$ cat src/rtl/mem_arbiter.sv
// rtl/mem_arbiter.sv - two-port memory arbiter/sequencer with read-modify-write for partial stores
// Define MEM_ARB_ROUND_ROBIN_EN for round-robin arbitration; otherwise LS has fixed priority over IF.
module mem_arbiter #(
  parameter int AWIDTH = 32,
  parameter int DWIDTH = 32
) (
  input  logic              clk,
  input  logic              rst,
  input  logic              if_req_i,
  input  logic [AWIDTH-1:0] if_addr_i,
  output logic              if_gnt_o,
  output logic              if_rvalid_o,
  output logic [DWIDTH-1:0] if_rdata_o,
  input  logic              ls_req_i,
  input  logic              ls_we_i,
  input  logic [AWIDTH-1:0] ls_addr_i,
  input  logic [DWIDTH-1:0] ls_wdata_i,
  input  logic [3:0]        ls_be_i,
  output logic              ls_gnt_o,
  output logic              ls_rvalid_o,
  output logic [DWIDTH-1:0] ls_rdata_o,
  output logic [AWIDTH-1:0] mem_addr_o,
  output logic [DWIDTH-1:0] mem_data_o,
  output logic              mem_read_en_o,
  output logic              mem_write_en_o,
  input  logic [DWIDTH-1:0] mem_data_i
);

  typedef enum logic {IDLE = 1'b0, RMW = 1'b1} state_e;

  state_e            state_q, state_d;
  logic              last_ls_q, last_ls_d;
  logic              if_rvalid_q, if_rvalid_d;
  logic              ls_rvalid_q, ls_rvalid_d;
  logic [DWIDTH-1:0] if_rdata_q, if_rdata_d;
  logic [DWIDTH-1:0] ls_rdata_q, ls_rdata_d;
  logic [AWIDTH-1:0] rmw_addr_q, rmw_addr_d;
  logic [DWIDTH-1:0] rmw_wdata_q, rmw_wdata_d;
  logic [DWIDTH-1:0] rmw_old_q, rmw_old_d;
  logic [3:0]        rmw_be_q, rmw_be_d;
  logic [DWIDTH-1:0] merged;
  logic              ls_pick;

`ifdef MEM_ARB_ROUND_ROBIN_EN
  // On conflict, LS wins only if IF was the last port granted.
  assign ls_pick = ls_req_i && (!if_req_i || !last_ls_q);
`else
  assign ls_pick = ls_req_i;
`endif

  always_comb begin
    merged = '0;
    for (int k = 0; k < 4; k++) begin
      merged[8*k +: 8] = rmw_be_q[k] ? rmw_wdata_q[8*k +: 8] : rmw_old_q[8*k +: 8];
    end
  end

  always_comb begin
    state_d        = state_q;
    last_ls_d      = last_ls_q;
    if_gnt_o       = 1'b0;
    ls_gnt_o       = 1'b0;
    mem_addr_o     = '0;
    mem_data_o     = '0;
    mem_read_en_o  = 1'b0;
    mem_write_en_o = 1'b0;
    if_rvalid_d    = 1'b0;
    if_rdata_d     = if_rdata_q;
    ls_rvalid_d    = 1'b0;
    ls_rdata_d     = ls_rdata_q;
    rmw_addr_d     = rmw_addr_q;
    rmw_wdata_d    = rmw_wdata_q;
    rmw_old_d      = rmw_old_q;
    rmw_be_d       = rmw_be_q;

    if (state_q == RMW) begin
      mem_write_en_o = 1'b1;
      mem_addr_o     = rmw_addr_q;
      mem_data_o     = merged;
      ls_rvalid_d    = 1'b1;
      ls_rdata_d     = '0;
      state_d        = IDLE;
    end else if (ls_pick) begin
      ls_gnt_o   = 1'b1;
      last_ls_d  = 1'b1;
      mem_addr_o = ls_addr_i;
      if (!ls_we_i) begin
        mem_read_en_o = 1'b1;
        ls_rvalid_d   = 1'b1;
        ls_rdata_d    = mem_data_i;
      end else if (ls_be_i == 4'b1111) begin
        mem_write_en_o = 1'b1;
        mem_data_o     = ls_wdata_i;
        ls_rvalid_d    = 1'b1;
        ls_rdata_d     = '0;
      end else if (ls_be_i == 4'b0000) begin
        mem_addr_o  = '0;
        ls_rvalid_d = 1'b1;
        ls_rdata_d  = '0;
      end else begin
        // Partial store: fetch the old word now, write the merge next cycle.
        mem_read_en_o = 1'b1;
        rmw_addr_d    = ls_addr_i;
        rmw_wdata_d   = ls_wdata_i;
        rmw_old_d     = mem_data_i;
        rmw_be_d      = ls_be_i;
        state_d       = RMW;
      end
    end else if (if_req_i) begin
      if_gnt_o      = 1'b1;
      last_ls_d     = 1'b0;
      mem_read_en_o = 1'b1;
      mem_addr_o    = if_addr_i;
      if_rvalid_d   = 1'b1;
      if_rdata_d    = mem_data_i;
    end

    if (rst) begin
      if_gnt_o       = 1'b0;
      ls_gnt_o       = 1'b0;
      mem_read_en_o  = 1'b0;
      mem_write_en_o = 1'b0;
      mem_addr_o     = '0;
      mem_data_o     = '0;
    end
  end

  always_ff @(posedge clk) begin
    if (rst) begin
      state_q     <= IDLE;
      last_ls_q   <= 1'b0;
      if_rvalid_q <= 1'b0;
      ls_rvalid_q <= 1'b0;
      if_rdata_q  <= '0;
      ls_rdata_q  <= '0;
      rmw_addr_q  <= '0;
      rmw_wdata_q <= '0;
      rmw_old_q   <= '0;
      rmw_be_q    <= '0;
    end else begin
      state_q     <= state_d;
      last_ls_q   <= last_ls_d;
      if_rvalid_q <= if_rvalid_d;
      ls_rvalid_q <= ls_rvalid_d;
      if_rdata_q  <= if_rdata_d;
      ls_rdata_q  <= ls_rdata_d;
      rmw_addr_q  <= rmw_addr_d;
      rmw_wdata_q <= rmw_wdata_d;
      rmw_old_q   <= rmw_old_d;
      rmw_be_q    <= rmw_be_d;
    end
  end

  assign if_rvalid_o = if_rvalid_q;
  assign if_rdata_o  = if_rdata_q;
  assign ls_rvalid_o = ls_rvalid_q;
  assign ls_rdata_o  = ls_rdata_q;

endmodule

$ cat config.mk
export PLATFORM = sky130hd
export DESIGN_NAME = mem_arbiter
export DESIGN_NICKNAME = d
export VERILOG_FILES = /design/src/rtl/mem_arbiter.sv
export SDC_FILE = /design/constraint.sdc
export NUM_CORES = 1
export LEC_CHECK = 0
export ABC_AREA = 1
export BUFFER_PORTS_ARGS = -buffer_cell sky130_fd_sc_hd__clkbuf_2
export CAP_MARGIN = 20
export CORE_UTILIZATION = 55
export DETAILED_ROUTE_END_ITERATION = 10
export PLACE_DENSITY = 0.95
export SETUP_SLACK_MARGIN = 0.05
export SYNTH_ARGS = -nofsm -noshare
export SYNTH_HDL_FRONTEND = slang
export SYNTH_SLANG_ARGS = --single-unit
$ cat constraint.sdc
create_clock -name clk -period 3.3 [get_ports clk]
set_input_delay 0.165 -clock clk [delete_from_list [all_inputs] [get_ports clk]]
set_output_delay 0.165 -clock clk [all_outputs]
set_load 0.01 [all_outputs]
* After elaboration in Yosys (flattened, before gate mapping)
Index checks and enable logic that the tools add are counted.
Word-level totals: logic and storage cells 64, bits in registers 167, output and inout bits 134, input bits 137
Operators by class: reduce and logical (&&, ||, !) cells 6, bitwise operators 5, equality and inequality tests 2, muxes and demuxes 42
Operators by type and width (count):
- $mux W32 | 15
- $mux W8 | 4
- $mux W1 | 23
- $not A1 Y1 | 5
- $reduce_and A5 Y1 | 1
- $eq A4 B4 Y1 const B | 1
- $logic_not A4 Y1 | 1
- $reduce_or A4 Y1 | 1
- $ne A3 B1 Y1 const B | 1
- $reduce_and A3 Y1 | 1
- $reduce_and A2 Y1 | 1
- $reduce_or A2 Y1 | 1

* Longest topological paths before layout
depth after elaboration 7, gate-level depth with buffers 9, gate-level depth less buffers 8

* Least setup slack after synthesis
Ideal clock, no wire load.
path type reg-to-output, from register state_q, to output port mem_addr_o[13], data required time 3135 ps, path buffers 2, arrival 1192 ps, stages on the path, launching flop included 5, slack 1943 ps, cells stage by stage dfxtp_1 > inv_2 > buf_2 > clkbuf_1 > a31oi_1
Between the ends: word-level cells in the longest chain between the ends 2
RTL lines:
- start: declaration | RTL line 31 | state_e state_q, state_d;
- start signal: assignment | RTL line 141 | state_q <= state_d;
- $mux W32 | RTL line 76 | if (state_q == RMW) begin
- $mux W32 | RTL line 118 | if (rst) begin
- end: declaration | RTL line 22 | output logic [AWIDTH-1:0] mem_addr_o,
Every way passes these cells.

* Worst setup path after layout
from register state_q, to output port mem_addr_o[21]
The elaborated chain is that of the path after synthesis.

==> impl_results.md <==
- CP top delay family: buffers and inverters
- EDFF count, synth: 0
- First-pass GRT wire length: between 40000 and 50000 um
- Outcome: completed
- Largest family of logic cells by synthesized area: simple AND/OR/NAND/NOR gates
- Synth area leader: dfxtp_1
- R2R cell count: 5
- Sequential element share of the synthesized area: between 40 and 50%
- Hold path cells: 3
- Number of synthesized register bits: about 170
- Simple-Gate Fraction of Synth Area: ~28%
- CTS tree: built
- Antenna-violating nets left: 0
- RSZ-0062 raised after global routing: false
- Ranking of synthesized cells by area: dfxtp_1, nand2_1, o21ai_0
- Die height: about 120 um
- Clock Pin Slew Worst Setup and Hold Paths: roughly 0.060 ns
- Worst path depth: 5
- DR WL/cell: ~16 um
- Hold Vio Cnt, Final: 0
- Total number of vias: around 9700
- Slowest-stage cell, CP: buf_4
- Max cap viols: 0
- Grt ovf: 0
- Layout cells sized above 1: between 20% and 30%
- Predominant post-synthesis flop cell: dfxtp_1
- Post-synthesis adder-cell area fraction: 0%
- P_leak: 5.90 nW
- Netlist cell types: 21
- Tot Pwr: around 5 mW
- Critical path data arrival time: approximately 2.6 ns
- Post-DR vias/cell: roughly 5.6
- CP max stage delay: just under 0.6 ns
- Kind of critical path: register to output pin
- Root Buffer: clkbuf_16
- TritonCTS Buffers: 17
- Total Neg Setup Slack: 0 ns
- Slew margin rel.: 26.1%
- Detailed placement HPWL: roughly 17000 um
- Worst Max-Slew Pin Slew: 1.11 ns
- Initial Util: between 50% and 60%
- Longest Clk Path Bufs: 2
- Final slew viol count: 0
- Yosys top cell area share: roughly 42%
- Clock sinks: roughly 170
- CP Cell Sequence: inv_2 -> buf_4 -> o21ai_0 -> a31oi_1 -> clkbuf_2
- Iteration-0 DRC Markers: around 1000
- VDD IR max: 0.394 mV
- Die area: about 15000 sq um
- Final wirelength: around 28000 um
- Max Clk Rate: roughly 360 MHz
- Count leader, synth: nand2_1
- XOR/XNOR share of the synthesized area: 0%
- Layout fillers: a little over 1000
- Mean Syn Cell Area: about 6.4 sq um
- Fin crit period: 2.76 ns
- Clock latency on the worst-skew pair: 0.42 ns
- Synth Area in Compound Gates: about a fifth
- Worst setup SP type: register
- Vias in the first global route: a little under 9000
- Final setup vio count: 0
- Crit path max fanout: 60
- CP endpoint kind: output pin
- Final nets: between 1500 and 2000
- Post CTS Setup Buffer Count: 0
- Final period util: around 84%
- Net Count, Synth: approximately 1400
- DRC viols: 0
- Syn Std Cell Area: around 8000 sq um
- Die width: 123 um
- Power density over cell area: about 480 nW/um^2
- Worst hold path type: primary input to register
- Core Area: roughly 14000 sq um
- Htree depth: 4
- Initial antenna violation count: 0
- Critical Path RT: around 3.1 ns
- Synth-to-layout area growth: 31.9%
- Cells after Synth: about 1300
- # port buffers: 270
- # rows: 43
- Largest net degree at the start of global routing: 87
- Mux contribution to synthesized area: 0%
- Ports: around 270
- Total track usage: a little over a third
- Antenna Cells: 0
- Gpl congestion: roughly 0.9
- Syn. warnings: 0
- Ys async rst share: 0%
- Worst Skew: 0.00659 ns
- Synth cell count leaders: nand2_1, dfxtp_1, nor2_1
- Hold WS: 0.0107 ns
- Initial DRT Pass Iterations: 6
- Critical path buffer and inverter count: 3
## final cells by class
type | instances | area (sq um) | share of cell area [%]
Clock buffer | 19 | 453 | 4.27
Timing Repair Buffer | 356 | 2170 | 20.5
Multi-Input combinational cell | 861 | 3800 | 35.8
Inverter | 129 | 487 | 4.58
Sequential cell | 167 | 3340 | 31.5
Tap cell | 180 | 225 | 2.12
Clock inverter | 13 | 135 | 1.27
## cell usage in the layout (no fill, tap or decap), drive strengths merged
cell type,count
nand2,305
clkbuf,289
o21ai,196
nor2,168
dfxtp,167
inv,134
nand3,91
dlygate4sd3,67
a21oi,66
a31oi,32
buf,19
clkinv,5
clkinvlp,2
nand4,2
o22ai,1
bufinv,1
## path summary, 6_finish.rpt
check	from	endpoint	slack [ns]
hold reg to reg	ls_rdata_o[8]$_SDFFE_PP0P_	ls_rdata_o[8]$_SDFFE_PP0P_	0.49
hold / removal	ls_be_i[2]	rmw_be_q[2]$_SDFFE_PP0P_	0.01
setup reg to reg	state_q$_SDFF_PP0_	rmw_addr_q[12]$_SDFFE_PP0P_	1.28
setup / recovery	state_q$_SDFF_PP0_	mem_addr_o[21]	0.54
## kinds of logic after synthesis
kind of cell / after synthesis
AND/OR/NAND/NOR: 566
buffers and inverters: 225
flip-flops: 167
AO/OA/AOI/OAI: 295
## what timing repair did
| item | in CTS | in global routing |
|---|---|---|
| endpoints found under the hold margin | 67 | 0 |
| hold buffers | 67 | 0 |
| resized for setup | 0 | 0 |
## registers in the layout (all words and copies together), names as in the netlist
register     count
rmw_wdata_q     32
if_rdata_o      32
state_q          1
rmw_addr_q      32
if_rvalid_o      1
rmw_old_q       32
rmw_be_q         4
ls_rdata_o      32
ls_rvalid_o      1
## tightest hold or removal path, delay by kind of cell
kind	cells	cell delay (ns)
compound gates	1	0.08
buf+inv	2	0.16
## layer usage
metal / wire length [um] / part of all wire (%) / up-vias / global-route usage, %
met4: 1360 / 4.9 / 0 / 20.8
met1: 10600 / 38 / 4336 / 43.3
met5: 0 / 0 / - / 0
met3: 3170 / 11 / 143 / 10.1
met2: 12700 / 46 / 702 / 57.1
li1: - / - / 4560 / -
## stage by stage
stage	cell area (sq um)	worst slack, ns	utilization, %	cells
final	10600	0.541	75.3	1725
after global placement	9340	1.24	66.3	1625
after CTS	10600	0.739	75.2	1724
after floorplan	8050	1.94	-	1253
after detailed placement	9340	1.16	66.3	1625
after global routing	10600	0.264	75.3	1725
## report_power, final
part | total, mW | leakage [nW] | switching [mW] | internal [mW]
Sequential | 2.27 | 1.38 | 0.0974 | 2.17
Clock | 1.96 | 0.283 | 0.861 | 1.10
Combinational | 0.883 | 4.25 | 0.540 | 0.343
Total | 5.12 | 5.90 | 1.50 | 3.62
No activity file was read; power rests on OpenSTA's default activity.
